--- src/rtl/ads1672_pkg.sv ---
// Shared types and width helpers for the ADS1672 measurement scheduler.
package ads1672_pkg;

  typedef enum logic [1:0] {IDLE, ISSUE, WAIT_DATA, RESP} sched_state_t;

  function automatic int idx_w(input int num_req);
    return (num_req > 1) ? $clog2(num_req) : 1;
  endfunction

  function automatic int cnt_w(input int timeout_cycles);
    return (timeout_cycles > 1) ? $clog2(timeout_cycles) : 1;
  endfunction

  localparam int DEF_NUM_REQ = 4;
  localparam int DEF_TIMEOUT = 4096;
  localparam int DEF_IDX_W   = idx_w(DEF_NUM_REQ);
  localparam int DEF_CNT_W   = cnt_w(DEF_TIMEOUT);

endpackage

--- src/rtl/rr_arbiter.sv ---
// Combinational round-robin pick: first pending bit after last_grant, wrapping.
module rr_arbiter
  import ads1672_pkg::*;
#(
  parameter int NUM_REQ = 4
) (
  input  logic [NUM_REQ-1:0]        pending,
  input  logic [idx_w(NUM_REQ)-1:0] last_grant,
  output logic                      grant_valid,
  output logic [idx_w(NUM_REQ)-1:0] grant_idx
);

  localparam int IW = idx_w(NUM_REQ);

  always_comb begin : arb
    logic [IW-1:0] idx;
    idx         = '0;
    grant_valid = 1'b0;
    grant_idx   = '0;
    // Offset NUM_REQ lands back on last_grant, so it is checked last.
    for (int k = 1; k <= NUM_REQ; k++) begin
      idx = IW'((int'(last_grant) + k) % NUM_REQ);
      if (!grant_valid && pending[idx]) begin
        grant_valid = 1'b1;
        grant_idx   = idx;
      end
    end
  end

endmodule

--- src/rtl/ads1672_scheduler.sv ---
// Serialises requester pulses into single ADC measure pulses and routes each
// sample (or a timeout) back to the requester that was granted.
module ads1672_scheduler
  import ads1672_pkg::*;
#(
  parameter int NUM_REQ        = 4,
  parameter int DATA_WIDTH     = 24,
  parameter int TIMEOUT_CYCLES = 4096
) (
  input  logic                      clk,
  input  logic                      rst_n,
  input  logic [NUM_REQ-1:0]        req,
  output logic [NUM_REQ-1:0]        resp_valid,
  output logic [DATA_WIDTH-1:0]     resp_data,
  output logic                      resp_timeout,
  output logic [idx_w(NUM_REQ)-1:0] grant_id,
  output logic                      busy,
  output logic                      adc_measure,
  input  logic [DATA_WIDTH-1:0]     adc_data,
  input  logic                      adc_data_valid
);

  localparam int IW = idx_w(NUM_REQ);
  localparam int CW = cnt_w(TIMEOUT_CYCLES);
  localparam logic [CW-1:0] CNT_LAST = CW'(TIMEOUT_CYCLES - 1);

  sched_state_t        state, state_d;
  logic [NUM_REQ-1:0]  pending, grant_mask;
  logic [IW-1:0]       last_grant, grant_idx;
  logic                grant_valid, take, cnt_done;
  logic [CW-1:0]       cnt;
  logic                timeout_q;

  rr_arbiter #(.NUM_REQ(NUM_REQ)) u_arb (
    .pending     (pending),
    .last_grant  (last_grant),
    .grant_valid (grant_valid),
    .grant_idx   (grant_idx)
  );

  assign cnt_done = (cnt == CNT_LAST);

  always_comb begin
    state_d    = state;
    take       = 1'b0;
    grant_mask = '0;
    case (state)
      IDLE: if (grant_valid) begin
        state_d    = ISSUE;
        take       = 1'b1;
        grant_mask = NUM_REQ'(1) << grant_idx;
      end
      ISSUE:     state_d = WAIT_DATA;
      WAIT_DATA: if (adc_data_valid || cnt_done) state_d = RESP;
      RESP:      state_d = IDLE;
      default:   state_d = IDLE;
    endcase
  end

  always_ff @(posedge clk or negedge rst_n) begin
    if (!rst_n) begin
      state      <= IDLE;
      pending    <= '0;
      last_grant <= IW'(NUM_REQ - 1);
      grant_id   <= '0;
      cnt        <= '0;
      resp_data  <= '0;
      timeout_q  <= 1'b0;
    end else begin
      state   <= state_d;
      // A request landing on the grant cycle re-queues the requester.
      pending <= (pending & ~grant_mask) | req;
      if (take) begin
        grant_id   <= grant_idx;
        last_grant <= grant_idx;
      end
      if (state == ISSUE)
        cnt <= '0;
      else if (state == WAIT_DATA && !cnt_done)
        cnt <= cnt + 1'b1;
      if (state == WAIT_DATA) begin
        if (adc_data_valid) begin
          resp_data <= adc_data;
          timeout_q <= 1'b0;
        end else if (cnt_done) begin
          resp_data <= '0;
          timeout_q <= 1'b1;
        end
      end
    end
  end

  assign adc_measure  = (state == ISSUE);
  assign busy         = (state != IDLE);
  assign resp_valid   = (state == RESP) ? (NUM_REQ'(1) << grant_id) : '0;
  assign resp_timeout = (state == RESP) && timeout_q;

endmodule

--- config.mk ---
export PLATFORM = sky130hd
export DESIGN_NAME = ads1672_scheduler
export DESIGN_NICKNAME = d
export VERILOG_FILES = /design/src/rtl/ads1672_pkg.sv /design/src/rtl/rr_arbiter.sv /design/src/rtl/ads1672_scheduler.sv
export SDC_FILE = /design/constraint.sdc
export NUM_CORES = 1
export LEC_CHECK = 0
export ABC_AREA = 1
export BUFFER_PORTS_ARGS = -buffer_cell sky130_fd_sc_hd__buf_2
export CAP_MARGIN = 20
export CORE_MARGIN = 2
export CORE_UTILIZATION = 40
export DETAILED_ROUTE_END_ITERATION = 10
export PLACE_DENSITY = 0.65
export REMOVE_ABC_BUFFERS = 1
export SLEW_MARGIN = 20
export SYNTH_ARGS = -nofsm -noshare
export SYNTH_HDL_FRONTEND = slang
export SYNTH_SLANG_ARGS = --single-unit
export TNS_END_PERCENT = 10
--- constraint.sdc ---
create_clock -name clk -period 2.1 [get_ports clk]
set_input_delay 0 -clock clk [delete_from_list [all_inputs] [get_ports clk]]
set_output_delay 0 -clock clk [all_outputs]
set_load 0.03 [all_outputs]
Word-level counts from Yosys, hierarchy flattened
Cells that the tools add are included.

storage, ports and cells
  latch bits = 0
  logic and storage cells = 73
  ROM bits = 0
  bits of input ports = 31
  memories = 0
  memory bits (writable) = 0
  flip-flop bits (word level) = 47

cells by class
  bitwise operators = 3
  order comparisons = 4
  eq/ne operators = 6
  multipliers = 0
  reductions and logical operators = 16
  muxes and demuxes = 30
  add/subtract/negate cells = 5
  shift-type cells = 2
  divide/modulo/power cells = 0

operators with widths
  cell                                                        number
  two-way mux 24 bit                                          2
  two-way mux 12 bit                                          2
  adder 12 x 1 -> 12 bit, second input constant               1
  equality test 12 bit, second input constant                 1
  less-than comparator 2 x 3 -> 1 bit, second input constant  4
  two-way mux 1 bit                                           12
  two-way mux 2 bit                                           6
  two-way mux 4 bit                                           3
  binary-select mux 1 bit (select 2 bit)                      4
  one-hot mux 2 bit (4 select lines)                          1
  << shifter 1 x 2 -> 4 bit, first input constant             2
  nonzero test 2 bit                                          3
  logical AND 1 bit                                           5
  adder 2 x 1 -> 2 bit, second input constant                 2
  adder 2 bit, second input constant                          2
  AND 4 bit                                                   1
  equality test 2 bit, second input constant                  2
  logical NOT 1 bit                                           4
  inequality test 2 bit, second input constant                2
  NOT 4 bit                                                   1
  bitwise OR 4 bit                                            1
  AND reduction 2 bit                                         2
  equality test 2 x 1 -> 1 bit, second input constant         1
  logical NOT 2 bit                                           1
  logical OR 1 bit                                            1

Depth between registers and ports, before layout
  word-level depth = 19
  gate-level depth with buffers = 13

Hierarchy
From an unflattened synthesis, not the netlist that was laid out.

unflattened totals
  cells, all modules = 323
  area total of the unflattened synthesis = 2557.5 sq um

by module, submodules not included
  module             area an instance (sq um)  times used  cells each
  ads1672_scheduler  2267.2                    1           274
  rr_arbiter         290.3                     1           49

Worst setup path after synthesis
OpenSTA, ideal clock, no wires.

  path kind = reg2reg
  start = reg last_grant[0]
  end = reg pending[1]
  library setup time = 0.117 ns
  buffers on the path = 1
  arrival = 1.413 ns
  period minus slack after synthesis = 1.529 ns
  cell stages (with the launch flop) = 11
  setup slack = 0.571 ns
  required time = 1.983 ns
  cell sequence = dfstp_2 buf_6 nand2_1 nand3_1 nand2_2 nor2_8 nand4_1 nand2_2 nand3_1 nand2_1 nand2_1

on the way
  longest elaborated chain between the ends = 19
  elaborated cells on any way between the ends = 32
  those cells by class = add/sub (4); shift (1); mux (18); bitwise (3); reduce/logical (6)

ends and longest elaborated chain
  element                                  line                     RTL
  start: declaration                       ads1672_scheduler.sv:29  logic [IW-1:0] last_grant, grant_idx;
  start signal: assignment                 ads1672_scheduler.sv:64  last_grant <= IW'(NUM_REQ - 1);
  start signal: assignment                 ads1672_scheduler.sv:75  last_grant <= grant_idx;
  adder 2 x 1 -> 2 bit                     rr_arbiter.sv:22         idx = IW'((int'(last_grant) + k) % NUM_REQ);
  binary-select mux 1 bit (select 2 bit)   rr_arbiter.sv:23         if (!grant_valid && pending[idx]) begin
  two-way mux 1 bit (not written as such)  rr_arbiter.sv:23
  two-way mux 1 bit                        rr_arbiter.sv:23
  logical NOT 1 bit                        rr_arbiter.sv:23
  logical AND 1 bit                        rr_arbiter.sv:23
  two-way mux 1 bit                        rr_arbiter.sv:23
  logical NOT 1 bit                        rr_arbiter.sv:23
  [3 not listed]                           -
  logical AND 1 bit                        rr_arbiter.sv:23
  two-way mux 2 bit                        rr_arbiter.sv:23
  << shifter 1 x 2 -> 4 bit                ads1672_scheduler.sv:51  grant_mask = NUM_REQ'(1) << grant_idx;
  two-way mux 4 bit *                      ads1672_scheduler.sv:48  IDLE: if (grant_valid) begin
  two-way mux 4 bit *                      ads1672_scheduler.sv:47  case (state)
  NOT 4 bit *                              ads1672_scheduler.sv:72  pending <= (pending & ~grant_mask) | req;
  AND 4 bit *                              ads1672_scheduler.sv:72
  bitwise OR 4 bit *                       ads1672_scheduler.sv:72
  end signal: assignment                   ads1672_scheduler.sv:72
  end: declaration                         ads1672_scheduler.sv:28  logic [NUM_REQ-1:0] pending, grant_mask;

Mark *: on every way between the ends. The rest lies on a longest branch, timed or not. The select of a mux whose other input is x is not followed.
A chain may end at the register's enable or synchronous reset.

Final worst setup path
  start = reg last_grant[0]
  end = reg pending[0]

Same word-level chain as after synthesis.

==> flow_metrics.tcl <==
set metrics [dict create \
    cp_common_cell "nand2_1" \
    cts_max_path_buffers 2 \
    start_util 0.4125 \
    worstPathArrival_ps 1970 \
    switchingPower_uw 2441 \
    syn2layout_area_growth_pct 31.97 \
    gr-total-overflow 0 \
    synth-seq-cells 47 \
    fin_skew_ps 6.803 \
    rsz0062_at_grt "no" \
    hp-class "primary input to async pin" \
    place_area_sq_um 2838 \
    ys.flop_type "dfrtp_1" \
    critPathLaunchType "flop" \
    swShare 0.5115 \
    synth_compound_area_frac 0.06506 \
    coreArea_sq_um 5921 \
    reg2regPathDepth 13 \
    path_clk_slew_ps 90 \
    syn_area_per_cell_sq_um 7.930 \
    p_comb_frac 0.562 \
    cts_buffers 5 \
    synth_edf_count 0 \
    min_period_over_period 0.8453 \
    synth_top_family_by_area "simple AND/OR/NAND/NOR gates" \
    antenna_found_initial 0 \
    synth.distinct_cells 31 \
    fin_nets 439 \
    postLayoutCoreUtil 0.5444 \
    status "finished clean" \
    cts_root_buffer "clkbuf_8" \
    cp-end-kind "flop" \
    worstPathMaxFanout 12 \
    post-cts-setup-buffers 0 \
    crit_type "flop to flop" \
    max_stage_delay_ps 660 \
    die_h_microns 82.14 \
    syn_area_sq_um 2442 \
    antenna_cells 0 \
    finalSetupViolations 0 \
    fin_crit_ps 1775 \
    p_int_uw 2331 \
    die_area_sq_um 6747 \
    slowest_stage "dfstp_2" \
    dr.pass1.iters 4 \
    finalWirelength_microns 5725 \
    gp_congestion 0.8342 \
    crit_chain "inv_2 -> nand2_1 -> nand2_1 -> nand2_2 -> nand2_4 -> nor2_2 -> nand2_1 -> nand2_1 -> nand2_2 -> nor2_1 -> nand2_1 -> nand2_1 -> nand2_1" \
    cts_sinks 47 \
    ios 64 \
    p_clk_frac 0.115 \
    grt.total_usage 0.1891 \
    grt_pass1_wl_microns 9825 \
    drt.antenna.violating_nets 0 \
    synthMuxAreaShare 0 \
    worst_slew_pin_slew_ps 570.7 \
    routed_via_density 4.741 \
    via_count 2271 \
    htree_levels 2 \
    yosysSeqAreaShare 0.4826 \
    final_hold_viol_count 0 \
    peakVddDrop_uv 727.0 \
    dp_hpwl_microns 3872 \
    grt_max_degree 48 \
    timing.fmax_ghz 0.5634 \
    leakagePower_uw 0.001769 \
    drive_gt1_frac 0.2599 \
    slew_viol_final 0 \
    finalPower_uw 4771 \
    slew-limit-headroom 0.6195 \
    grt_pass1_vias 2143 \
    cts_tree "yes" \
    die_width_microns 82.14 \
    yosysWarnings 0 \
    rows 28 \
    clk_latency_ps 300 \
    tns_ps 0 \
    sequentialPowerShare 0.323 \
    max_cap_viol_count 0 \
    power_density_nw_per_um2 1480 \
    fin_area_sq_um 3223 \
    drt_iter0_drc 124 \
    synth_fa_ha_area_frac 0.02561 \
    port_buffers 63 \
    synthXorXnorAreaFrac 0 \
    synth_cells 308 \
    whs_ps 311.2 \
    synthArstFlopShare 1.000 \
    synthSimpleGateAreaFrac 0.3550 \
    routedWlPerCell_microns 11.95 \
    drc 0 \
    required_ps 2300 \
]
-- critical path: cells and delay by family, from the launching register on --
kind                   cells  cell delay (ps)
buffers and inverters      1              120
AND/OR/NAND/NOR           12              900
flip-flops                 1              660
-- metrics by stage --
step | std cells | setup slack [ps]
after floorplan | 299 | 204.3
after global placement | 441 | 372.3
after detailed placement | 441 | 330.3
after CTS | 479 | 317.8
after global routing | 479 | 37.79
final | 479 | 325.0
-- Yosys cell counts, types with 3 or more instances --
master / instances / share of area
a21oi_1: 12 / 0.025
clkbuf_1: 6 / 0.0092
dfrtp_1: 45 / 0.46
ha_1: 5 / 0.026
inv_1: 27 / 0.041
inv_2: 7 / 0.011
nand2_1: 102 / 0.16
nand2_2: 10 / 0.026
nand2_4: 3 / 0.014
nand3_1: 38 / 0.078
nand4_1: 3 / 0.0077
nor2_1: 10 / 0.015
nor3_1: 8 / 0.016
o21ai_0: 5 / 0.010
o21ai_1: 7 / 0.014
-- metal layers --
layer,part of all wire,track usage
met5,0,0
met4,0.014,0.05667
met3,0.057,0.04348
met2,0.45,0.2976
met1,0.48,0.2612
-- kinds of logic after synthesis --
kind of cell    count (synthesis)
simple gates                  183
buf+inv                        44
fa+ha+maj                       5
flops                          47
compound gates                 29
-- sequential cells by signal (all words and copies together), names as in the netlist --
register    flops
resp_data      24
cnt            12
pending         4
grant_id        2
last_grant      2
state           2
timeout_q       1
-- layout by cell type, fill, tap and decap left out, drive strengths merged, types with 9 or more instances in the layout --
cell,n
a21oi,12
buf,67
dfrtp,45
dlygate4sd3,30
inv,34
nand2,115
nand3,40
nor2,13
nor3,9
o21ai,14
-- layout make-up --
| class | instances | area [sq um] |
|---|---|---|
| fill | 551 | 2698 |
| sequential | 47 | 1179 |
| inverter | 35 | 131.4 |
| tap | 75 | 93.84 |
| multi-input combinational | 217 | 1089 |
| clock buffer | 6 | 72.57 |
| timing repair buffer | 97 | 645.6 |
| clock inverter | 2 | 12.51 |
-- worst paths after layout --
check                                               start                   endpoint  slack, ps
worst max-delay path            last_grant[0]$_DFFE_PN1P_       pending[0]$_DFF_PN0_        320
worst min-delay path                                rst_n  resp_data[14]$_DFFE_PN0P_        310
worst max register to register  last_grant[0]$_DFFE_PN1P_       pending[0]$_DFF_PN0_        320
worst min register to register  resp_data[15]$_DFFE_PN0P_  resp_data[15]$_DFFE_PN0P_        480
max in group asynchronous                           rst_n  last_grant[0]$_DFFE_PN1P_       1400
min in group clk                                   req[1]       pending[1]$_DFF_PN0_        420
-- power groups by stage --
stage | Sequential [uW] | Combinational (uW) | Clock (uW)
final | 1540 | 2680 | 546
after global routing | 1600 | 3020 | 594
after CTS | 1540 | 2700 | 558
after detailed placement | 1550 | 2670 | 0
after global placement | 1550 | 2620 | 0
after floorplan | 1970 | 1520 | 0
-- repair_timing --
| item | CTS | global route |
|---|---|---|
| hold buffers | 30 | 0 |
| resized for setup | 0 | 0 |
| setup endpoints to repair | 0 | 0 |
| endpoints found under the hold margin | 74 | 0 |
No activity file was read; power rests on OpenSTA's default activity.
